### config.mk
export PLATFORM = sky130hd
export DESIGN_NAME = coeff_block_writer
export DESIGN_NICKNAME = d
export VERILOG_FILES = /design/src/rtl/coeff_block_writer.sv
export SDC_FILE = /design/constraint.sdc
export NUM_CORES = 1
export LEC_CHECK = 0
export CORE_ASPECT_RATIO = 0.75
export CORE_UTILIZATION = 53
export CTS_CLUSTER_DIAMETER = 200
export DETAILED_ROUTE_END_ITERATION = 6
export PLACE_DENSITY = 0.84
export SYNTH_ARGS = -nofsm -noshare
export SYNTH_HDL_FRONTEND = slang
export SYNTH_SLANG_ARGS = --single-unit
### constraint.sdc
create_clock -name Clock -period 5.1 [get_ports Clock]
set_clock_uncertainty 0.05 [all_clocks]
set_input_delay 1.02 -clock Clock [delete_from_list [all_inputs] [get_ports Clock]]
set_output_delay 1.02 -clock Clock [all_outputs]
set_load 0.005 [all_outputs]
### src/rtl/coeff_block_writer.sv
// Dequantises zigzag-ordered coefficients and writes them, in raster order,
// into the pre-IDCT region of SRAM for a full Y/U/V frame of 8x8 blocks.
module coeff_block_writer #(
    parameter logic [17:0] PREIDCT_BASE  = 18'd76800,
    parameter int unsigned Y_BLOCK_COLS  = 40,
    parameter int unsigned UV_BLOCK_COLS = 20,
    parameter int unsigned BLOCK_ROWS    = 30
) (
    input  logic        Clock,
    input  logic        Reset,
    input  logic        Start,
    input  logic        Q_sel,
    input  logic        In_valid,
    input  logic [15:0] In_coeff,
    output logic        In_ready,
    input  logic        SRAM_grant,
    output logic [17:0] SRAM_address,
    output logic [15:0] SRAM_write_data,
    output logic        SRAM_we_n,
    output logic        Block_done,
    output logic        Done
);

    localparam int unsigned Y_W      = 8 * Y_BLOCK_COLS;
    localparam int unsigned UV_W     = 8 * UV_BLOCK_COLS;
    localparam int unsigned U_OFF    = 8 * BLOCK_ROWS * Y_W;
    localparam int unsigned V_OFF    = U_OFF + 8 * BLOCK_ROWS * UV_W;
    localparam int unsigned MAX_COLS = (Y_BLOCK_COLS > UV_BLOCK_COLS) ? Y_BLOCK_COLS : UV_BLOCK_COLS;
    localparam int unsigned COLW     = (MAX_COLS > 1) ? $clog2(MAX_COLS) : 1;
    localparam int unsigned ROWW     = (BLOCK_ROWS > 1) ? $clog2(BLOCK_ROWS) : 1;

    typedef enum logic [1:0] {ST_IDLE, ST_RUN, ST_DONE} state_t;

    state_t            state;
    logic [5:0]        k;
    logic [COLW-1:0]   bcol;
    logic [ROWW-1:0]   brow;
    logic [1:0]        plane;
    logic              q_hold;
    logic              final_wr;

    logic              handshake;
    logic              q_eff;
    logic              last_col;
    logic              last_row;
    logic              last_block;
    logic [5:0]        zz;
    logic [2:0]        zz_row;
    logic [2:0]        zz_col;
    logic [3:0]        diag;
    logic [2:0]        shamt;
    logic [22:0]       scaled;
    logic [15:0]       sat_data;
    logic [31:0]       width;
    logic [31:0]       plane_off;
    logic [31:0]       line;
    logic [17:0]       addr_full;

    always_comb begin
        In_ready  = (state == ST_RUN) && SRAM_grant;
        handshake = In_valid && In_ready;
        q_eff     = (k == 6'd0) ? Q_sel : q_hold;
    end

    // Zigzag index -> raster position (row in [5:3], column in [2:0])
    always_comb begin
        zz = '0;
        case (k)
            6'd0:  zz = 6'd0;  6'd1:  zz = 6'd1;  6'd2:  zz = 6'd8;  6'd3:  zz = 6'd16; 6'd4:  zz = 6'd9;  6'd5:  zz = 6'd2;  6'd6:  zz = 6'd3;  6'd7:  zz = 6'd10;
            6'd8:  zz = 6'd17; 6'd9:  zz = 6'd24; 6'd10: zz = 6'd32; 6'd11: zz = 6'd25; 6'd12: zz = 6'd18; 6'd13: zz = 6'd11; 6'd14: zz = 6'd4;  6'd15: zz = 6'd5;
            6'd16: zz = 6'd12; 6'd17: zz = 6'd19; 6'd18: zz = 6'd26; 6'd19: zz = 6'd33; 6'd20: zz = 6'd40; 6'd21: zz = 6'd48; 6'd22: zz = 6'd41; 6'd23: zz = 6'd34;
            6'd24: zz = 6'd27; 6'd25: zz = 6'd20; 6'd26: zz = 6'd13; 6'd27: zz = 6'd6;  6'd28: zz = 6'd7;  6'd29: zz = 6'd14; 6'd30: zz = 6'd21; 6'd31: zz = 6'd28;
            6'd32: zz = 6'd35; 6'd33: zz = 6'd42; 6'd34: zz = 6'd49; 6'd35: zz = 6'd56; 6'd36: zz = 6'd57; 6'd37: zz = 6'd50; 6'd38: zz = 6'd43; 6'd39: zz = 6'd36;
            6'd40: zz = 6'd29; 6'd41: zz = 6'd22; 6'd42: zz = 6'd15; 6'd43: zz = 6'd23; 6'd44: zz = 6'd30; 6'd45: zz = 6'd37; 6'd46: zz = 6'd44; 6'd47: zz = 6'd51;
            6'd48: zz = 6'd58; 6'd49: zz = 6'd59; 6'd50: zz = 6'd52; 6'd51: zz = 6'd45; 6'd52: zz = 6'd38; 6'd53: zz = 6'd31; 6'd54: zz = 6'd39; 6'd55: zz = 6'd46;
            6'd56: zz = 6'd53; 6'd57: zz = 6'd60; 6'd58: zz = 6'd61; 6'd59: zz = 6'd54; 6'd60: zz = 6'd47; 6'd61: zz = 6'd55; 6'd62: zz = 6'd62; 6'd63: zz = 6'd63;
            default: zz = '0;
        endcase
        zz_row = zz[5:3];
        zz_col = zz[2:0];
        diag   = {1'b0, zz_row} + {1'b0, zz_col};
    end

    always_comb begin
        shamt = 3'd3;
        if (!q_eff) begin
            if (diag == 4'd0)       shamt = 3'd3;
            else if (diag == 4'd1)  shamt = 3'd2;
            else if (diag <= 4'd3)  shamt = 3'd3;
            else if (diag <= 4'd5)  shamt = 3'd4;
            else if (diag <= 4'd7)  shamt = 3'd5;
            else                    shamt = 3'd6;
        end else begin
            if (diag == 4'd0)       shamt = 3'd3;
            else if (diag <= 4'd3)  shamt = 3'd1;
            else if (diag <= 4'd5)  shamt = 3'd2;
            else if (diag <= 4'd7)  shamt = 3'd3;
            else                    shamt = 3'd4;
        end
    end

    // Sign-extended product fits 23 bits; it is in range when bits 22..15 agree
    always_comb begin
        scaled = {{7{In_coeff[15]}}, In_coeff} << shamt;
        if (scaled[22:15] == '0 || scaled[22:15] == '1)
            sat_data = scaled[15:0];
        else if (scaled[22])
            sat_data = 16'h8000;
        else
            sat_data = 16'h7FFF;
    end

    always_comb begin
        width     = (plane == 2'd0) ? 32'(Y_W) : 32'(UV_W);
        plane_off = (plane == 2'd0) ? '0 : (plane == 2'd1) ? 32'(U_OFF) : 32'(V_OFF);
        line      = 32'({brow, 3'b000}) + 32'(zz_row);
        addr_full = 18'(32'(PREIDCT_BASE) + plane_off + line * width
                        + 32'({bcol, 3'b000}) + 32'(zz_col));
        last_col  = (plane == 2'd0) ? (bcol == COLW'(Y_BLOCK_COLS - 1))
                                    : (bcol == COLW'(UV_BLOCK_COLS - 1));
        last_row  = (brow == ROWW'(BLOCK_ROWS - 1));
        last_block = (k == 6'd63) && last_col && last_row && (plane == 2'd2);
    end

    always_ff @(posedge Clock) begin
        if (Reset) begin
            state           <= ST_IDLE;
            k               <= '0;
            bcol            <= '0;
            brow            <= '0;
            plane           <= '0;
            q_hold          <= 1'b0;
            final_wr        <= 1'b0;
            SRAM_we_n       <= 1'b1;
            SRAM_address    <= '0;
            SRAM_write_data <= '0;
            Block_done      <= 1'b0;
            Done            <= 1'b0;
        end else begin
            SRAM_we_n  <= !handshake;
            Block_done <= handshake && (k == 6'd63);
            final_wr   <= handshake && last_block;
            if (handshake) begin
                SRAM_address    <= addr_full;
                SRAM_write_data <= sat_data;
            end
            case (state)
                ST_IDLE, ST_DONE: begin
                    if (Start) begin
                        state <= ST_RUN;
                        k     <= '0;
                        bcol  <= '0;
                        brow  <= '0;
                        plane <= '0;
                        Done  <= 1'b0;
                    end else if (final_wr) begin
                        Done <= 1'b1;
                    end
                end
                ST_RUN: begin
                    if (handshake) begin
                        if (k == 6'd0)
                            q_hold <= Q_sel;
                        if (k == 6'd63) begin
                            k <= '0;
                            if (last_col) begin
                                bcol <= '0;
                                if (last_row) begin
                                    brow  <= '0;
                                    plane <= plane + 2'd1;
                                end else begin
                                    brow <= brow + ROWW'(1);
                                end
                            end else begin
                                bcol <= bcol + COLW'(1);
                            end
                            // Leave RUN at the final handshake so no extra coefficient is accepted
                            if (last_block)
                                state <= ST_DONE;
                        end else begin
                            k <= k + 6'd1;
                        end
                    end
                end
                default: state <= ST_IDLE;
            endcase
        end
    end

endmodule

== Word level (Yosys, flattened, before mapping) ==
Memories as Yosys holds them, arrays and structs flattened. A register that Yosys moved wholly into a read port is not among the register bits.
Cells that the tools add are included.
Operators by class
  add/sub/neg operators: 10
  multipliers: 1
  magnitude comparators: 3
  eq/ne operators: 16
  shift-type cells: 1
  multiplexer cells: 46
  reduce and logical (&&, ||, !) cells: 24
Operators by type and width (count)
  16-bit two-way mux: 3
  6-bit two-way mux: 8
  5-bit two-way mux: 5
  3-bit two-way mux: 8
  6-bit case mux with 2 select lines: 2
  23-bit by 3-bit left shift with 23-bit output: 1
  2-bit two-way mux: 11
  17-bit by 17-bit adder with 18-bit output, first input constant: 1
  18-bit adder: 1
  18-bit by 3-bit adder with 18-bit output: 1
  18-bit by 9-bit adder with 18-bit output: 1
  9-bit by 9-bit multiplier with 18-bit output: 1
  17-bit two-way mux: 1
  6-bit by 1-bit adder with 6-bit output, second input constant: 2
  6-bit == test, second input constant: 2
  2-bit != test, second input constant: 5
  5-bit case mux with 2 select lines: 1
  8-bit by 3-bit adder with 9-bit output: 1
  9-bit two-way mux: 1
  8-bit == test, second input constant: 1
  4-bit by 3-bit <= comparator with 1-bit output, second input constant: 2
  8-bit zero test: 1
  2-bit case mux with 2 select lines: 2
  4-bit AND reduction: 2
  23 further kinds: 37
Storage, ports and cells
  flip-flop bits (word level): 60
  ROM bits: 384
  input bits: 22
  output and inout bits: 38
  logic and storage cells: 114
  memories: 1
Memory list
  (no name shown): words 64, width 6, rd ports 1, clocked after memory_dff 1, write ports 0, line 68  | case (k)

== Logic depth before layout (Yosys ltp) ==
Gate-level depths: netlist (run 1).
  depth after elaboration: 12
  mapped depth: 24
  depth with buffers taken out: 22

== Worst setup path before layout (run 1) ==
Ideal clock, no wire load.
  path type: flip-flop to flip-flop
  from: register plane[0]
  to: register SRAM_address[17]
  setup time: 0.086 ns
  data arrival time: 5.249 ns
  data required time: 4.964 ns
  setup slack: -0.285 ns
  cell stages (with the launch flop): 24
  buffers on the path: 2
  clock period less this slack: 5.385 ns
  cells stage by stage: dfxtp_1 -> inv_1 -> ha_1 -> clkbuf_1 -> clkbuf_1 -> mux2_2 -> ha_1 -> inv_1 -> fa_1 -> inv_1 -> ha_1 -> inv_1 -> fa_1 -> inv_1 -> ha_1 -> fa_1 -> a21o_1 -> a21oi_1 -> o21bai_1 -> a21oi_1 -> o21ai_0 -> a31oi_1 -> xnor2_1 -> a211oi_1
On the way
  word-level cells in the longest chain between the ends: 7
  elaborated cells between the ends (all ways): 10
  classes of those cells: add/sub (4); mul (1); eq/ne (1); mux (3); reduce/logical (1)
RTL lines
  start: declaration: line 38  | logic [1:0] plane;
  start signal: assignment: line 170  | plane <= plane + 2'd1;
  parallel branches: the longest is 4 deep, another holds 9-bit by 9-bit multiplier with 18-bit output
  18-bit adder (*): line 117  | addr_full = 18'(32'(PREIDCT_BASE) + plane_off + line * width
  18-bit by 9-bit adder with 18-bit output (*): line 118  | + 32'({bcol, 3'b000}) + 32'(zz_col));
  18-bit by 3-bit adder with 18-bit output (*): line 118
  end signal: assignment: line 144  | SRAM_address <= addr_full;
  end: declaration: line 17  | output logic [17:0] SRAM_address,
Mark *: on every way between the ends.
A chain may end at the register's enable or synchronous reset.

== Worst setup path after layout (run 1) ==
  from: register plane[1]
  to: register SRAM_address[17]
Same word-level chain as after synthesis.

==> impl_metrics.toml, run 1 <==
[yosys]
synth_edf_count = 0
yosysTopAreaCell = "dfxtp_1"
synth_cell_type_count = 70
synth.area.top_cells = "dfxtp_1 23%, ha_1 13%, fa_1 6.6%, mux2i_1 5.8%, nand2_1 5.4%"
synthFlopType = "dfxtp_1"
syn_area_mm2 = 0.00572
ys_warn_count = 0
async_reset_ff_frac = 0
synth_top_area_frac = 0.231
ys_seq_area_frac = 0.231
synth_seq_cells = 66
synth_area_per_cell_um2 = 8.23
syn_inst = 695

[placement]
gp_congestion = 0.877
placedCellCount = 877
io_buffers = 59
dp_hpwl_mm = 10.5

[detailed_routing]
drc = 0
vias = 5218
via_per_inst = 5.83
routedWlPerCell_um = 16.3
drtIter0Drc = 361
antenna_left = 0
drt-total-wl_mm = 14.6
firstDrtPassIters = 5

[critical_path]
crit_path_top_delay_cell = "fa_1"
required_ns = 5.31
crit_family = "adder cells"
slowest_delay_ns = 0.52
start_kind = "register"
worstPathMaxFanout = 3
crit_arrival_ns = 5.05
path_buf_inv = 5
cp-end-kind = "register"
critPathKind = "register to register"
path_common_cell = "inv_1"
path_cells = "inv_1 -> ha_2 -> mux2_2 -> ha_1 -> inv_1 -> fa_1 -> inv_1 -> ha_1 -> inv_1 -> fa_1 -> inv_1 -> ha_1 -> fa_2 -> a21o_1 -> a21oi_2 -> o21bai_1 -> a21oi_2 -> o21ai_1 -> a31oi_1 -> xnor2_1 -> a211oi_1"

[clock_network]
ctsHtreeMaxLevel = 3
clkSinkCount = 66
clock_latency_ns = 0.35
cts_made_buffers = 9
cts_tree = "built"
clkSlewWorstSetupHoldPaths_ns = 0.06
cts_buffer_depth = 2
cts_root_buf = "clkbuf_16"

[sta]
period_share = 0.949
slew_headroom = 0.467
setup_tns_ns = 0
fmax_mhz = 207
final_max_slew_viol_count = 0
setup_violations = 0
fin_crit_ns = 4.84
holdWs_ns = 0.403
worst_pin_slew_ns = 0.799
final_hold_viol_count = 0

[floorplan]
die_y_um = 92.0
core-area_mm2 = 0.0104
io_pins = 60
start_util = 0.552
die-area_mm2 = 0.0112
die_width_um = 122
rows = 32

[min_path]
hold_class = "register to register"

[global_route]
grt_usage = 0.265
grt_max_degree = 35
grt_pass1_wl_mm = 23.6
grt-ovfl-total = 0
grt_pass1_vias = 5007
antenna_found_initial = 0

[cells_and_area]
nets = 855
fillers = 827
stdcell_count = 895
n_antenna_cell = 0
post-route-util = 0.658
final_layout_size_suffix_gt1_frac = 0.0922
layout_common_cells = "83 x nand2_1, 66 x dfxtp_1, 65 x inv_1, 59 x ha_1, 59 x clkdlybuf4s50_1"
area_growth_pct = 19.3
layout_commonest_cell = "nand2_1"

[status]
outcome = "finished clean"

[power_and_ir_drop]
power.total_mw = 1.56
power_density_mw_per_mm2 = 228
power_leakage_nw = 3.07
ir_drop_uv = 137

[flow_run]
cap_violations = 0
-- through the flow --
stage	area (µm²)	setup WS [ns]
5_1_grt	6830	-0.00246
2_1_floorplan	5750	0.0275
3_3_place_gp	6460	0.221
4_1_cts	6790	0.0252
3_5_place_dp	6460	0.0518
6_report	6830	0.260
-- where the power goes --
group          internal [mW]  total, mW  switching (mW)
registers              0.529      0.540          0.0113
logic                  0.131      0.319           0.188
clock network          0.442      0.697           0.255
-- worst paths after layout --
check | from | end | slack, ns | cells after the start
setup reg to reg | plane[1] | SRAM_address[17] | 0.26 | 21
hold reg to reg | SRAM_address[10] | SRAM_address[10] | 0.40 | 2
hold / removal | SRAM_address[10] | SRAM_address[10] | 0.40 | 2
setup / recovery | plane[1] | SRAM_address[17] | 0.26 | 21
-- final cells by class --
| class | count | area, µm² | area share |
|---|---|---|---|
| clock buffers | 10 | 239 | 0.0350 |
| multi-input cells | 537 | 4060 | 0.595 |
| well taps | 136 | 170 | 0.0249 |
| inverters | 68 | 255 | 0.0374 |
| repair buffers | 72 | 692 | 0.101 |
| flip-flops and latches | 66 | 1320 | 0.194 |
| clock inverters | 6 | 88.8 | 0.0130 |
-- kinds of logic (layout without fill, tap and decap cells) --
family / count (synthesis) / in the layout / share of synthesized area
AO/OA/AOI/OAI: 168 / 168 / 0.204
XOR/XNOR: 29 / 29 / 0.0444
adder cells (fa/ha/maj): 79 / 79 / 0.198
buffers and inverters: 96 / 156 / 0.0652
flip-flops: 66 / 66 / 0.231
multiplexers: 40 / 40 / 0.0715
other: 2 / 6 / 0.00131
AND/OR/NAND/NOR: 215 / 215 / 0.185
-- timing repair --
item	in CTS	in global routing
gates resized for setup	0	6
hold buffers	0	0
setup endpoints to repair	0	4
buffers inserted	0	2
-- cell usage after synthesis, types with 5 or more instances --
library cell / instances
xor2_1: 10
a21o_1: 8
nor2b_1: 5
nor2_1: 49
o211ai_2: 10
inv_1: 66
fa_1: 19
xnor2_1: 19
nand4_1: 9
o211ai_1: 11
or3_1: 5
nor3_1: 9
mux2i_1: 33
nand2b_1: 8
ha_1: 60
a211oi_1: 9
o31ai_1: 8
o21ai_0: 24
nand3_1: 12
dfxtp_1: 66
and3_1: 5
mux2_2: 6
nand2_1: 83
clkbuf_1: 20
a31oi_1: 9
a21oi_1: 52
-- metal layers --
metal  routed length (µm)  up-vias  share of wire  global-route usage
li1                     -     2554              -                   -
met1                 6720     2429           0.46               0.348
met2                 6620      200           0.45               0.419
met3                  866       35          0.059              0.0504
met4                  378        0          0.026               0.117
met5                    0        -              0                   0
-- tightest hold or removal path, cell delays in order (launching register included) --
cell	delay [ns]
dfxtp_1	0.31
nand2_1	0.05
a21oi_1	0.05
-- registers in the layout, summed over array words and instances (netlist names) --
name and flops:
state 2, bcol 6, SRAM_address 18, final_wr 1, Block_done 1, q_hold 1, zz 6, SRAM_write_data 16
SRAM_we_n 1, k 6, brow 5, plane 2, Done 1
Power figures use the tool's default switching activity.
==> inputs of run 2 (changes only) <==
--- a/config.mk
+++ b/config.mk
@@ -8,6 +8,7 @@
 export CORE_ASPECT_RATIO = 0.75
 export CORE_UTILIZATION = 53
 export CTS_CLUSTER_DIAMETER = 200
+export CTS_CLUSTER_SIZE = 12
 export DETAILED_ROUTE_END_ITERATION = 6
 export PLACE_DENSITY = 0.84
 export SYNTH_ARGS = -nofsm -noshare
==> results of run 2 <==
The final DEF is identical to that of run 1; final timing and power are the same.
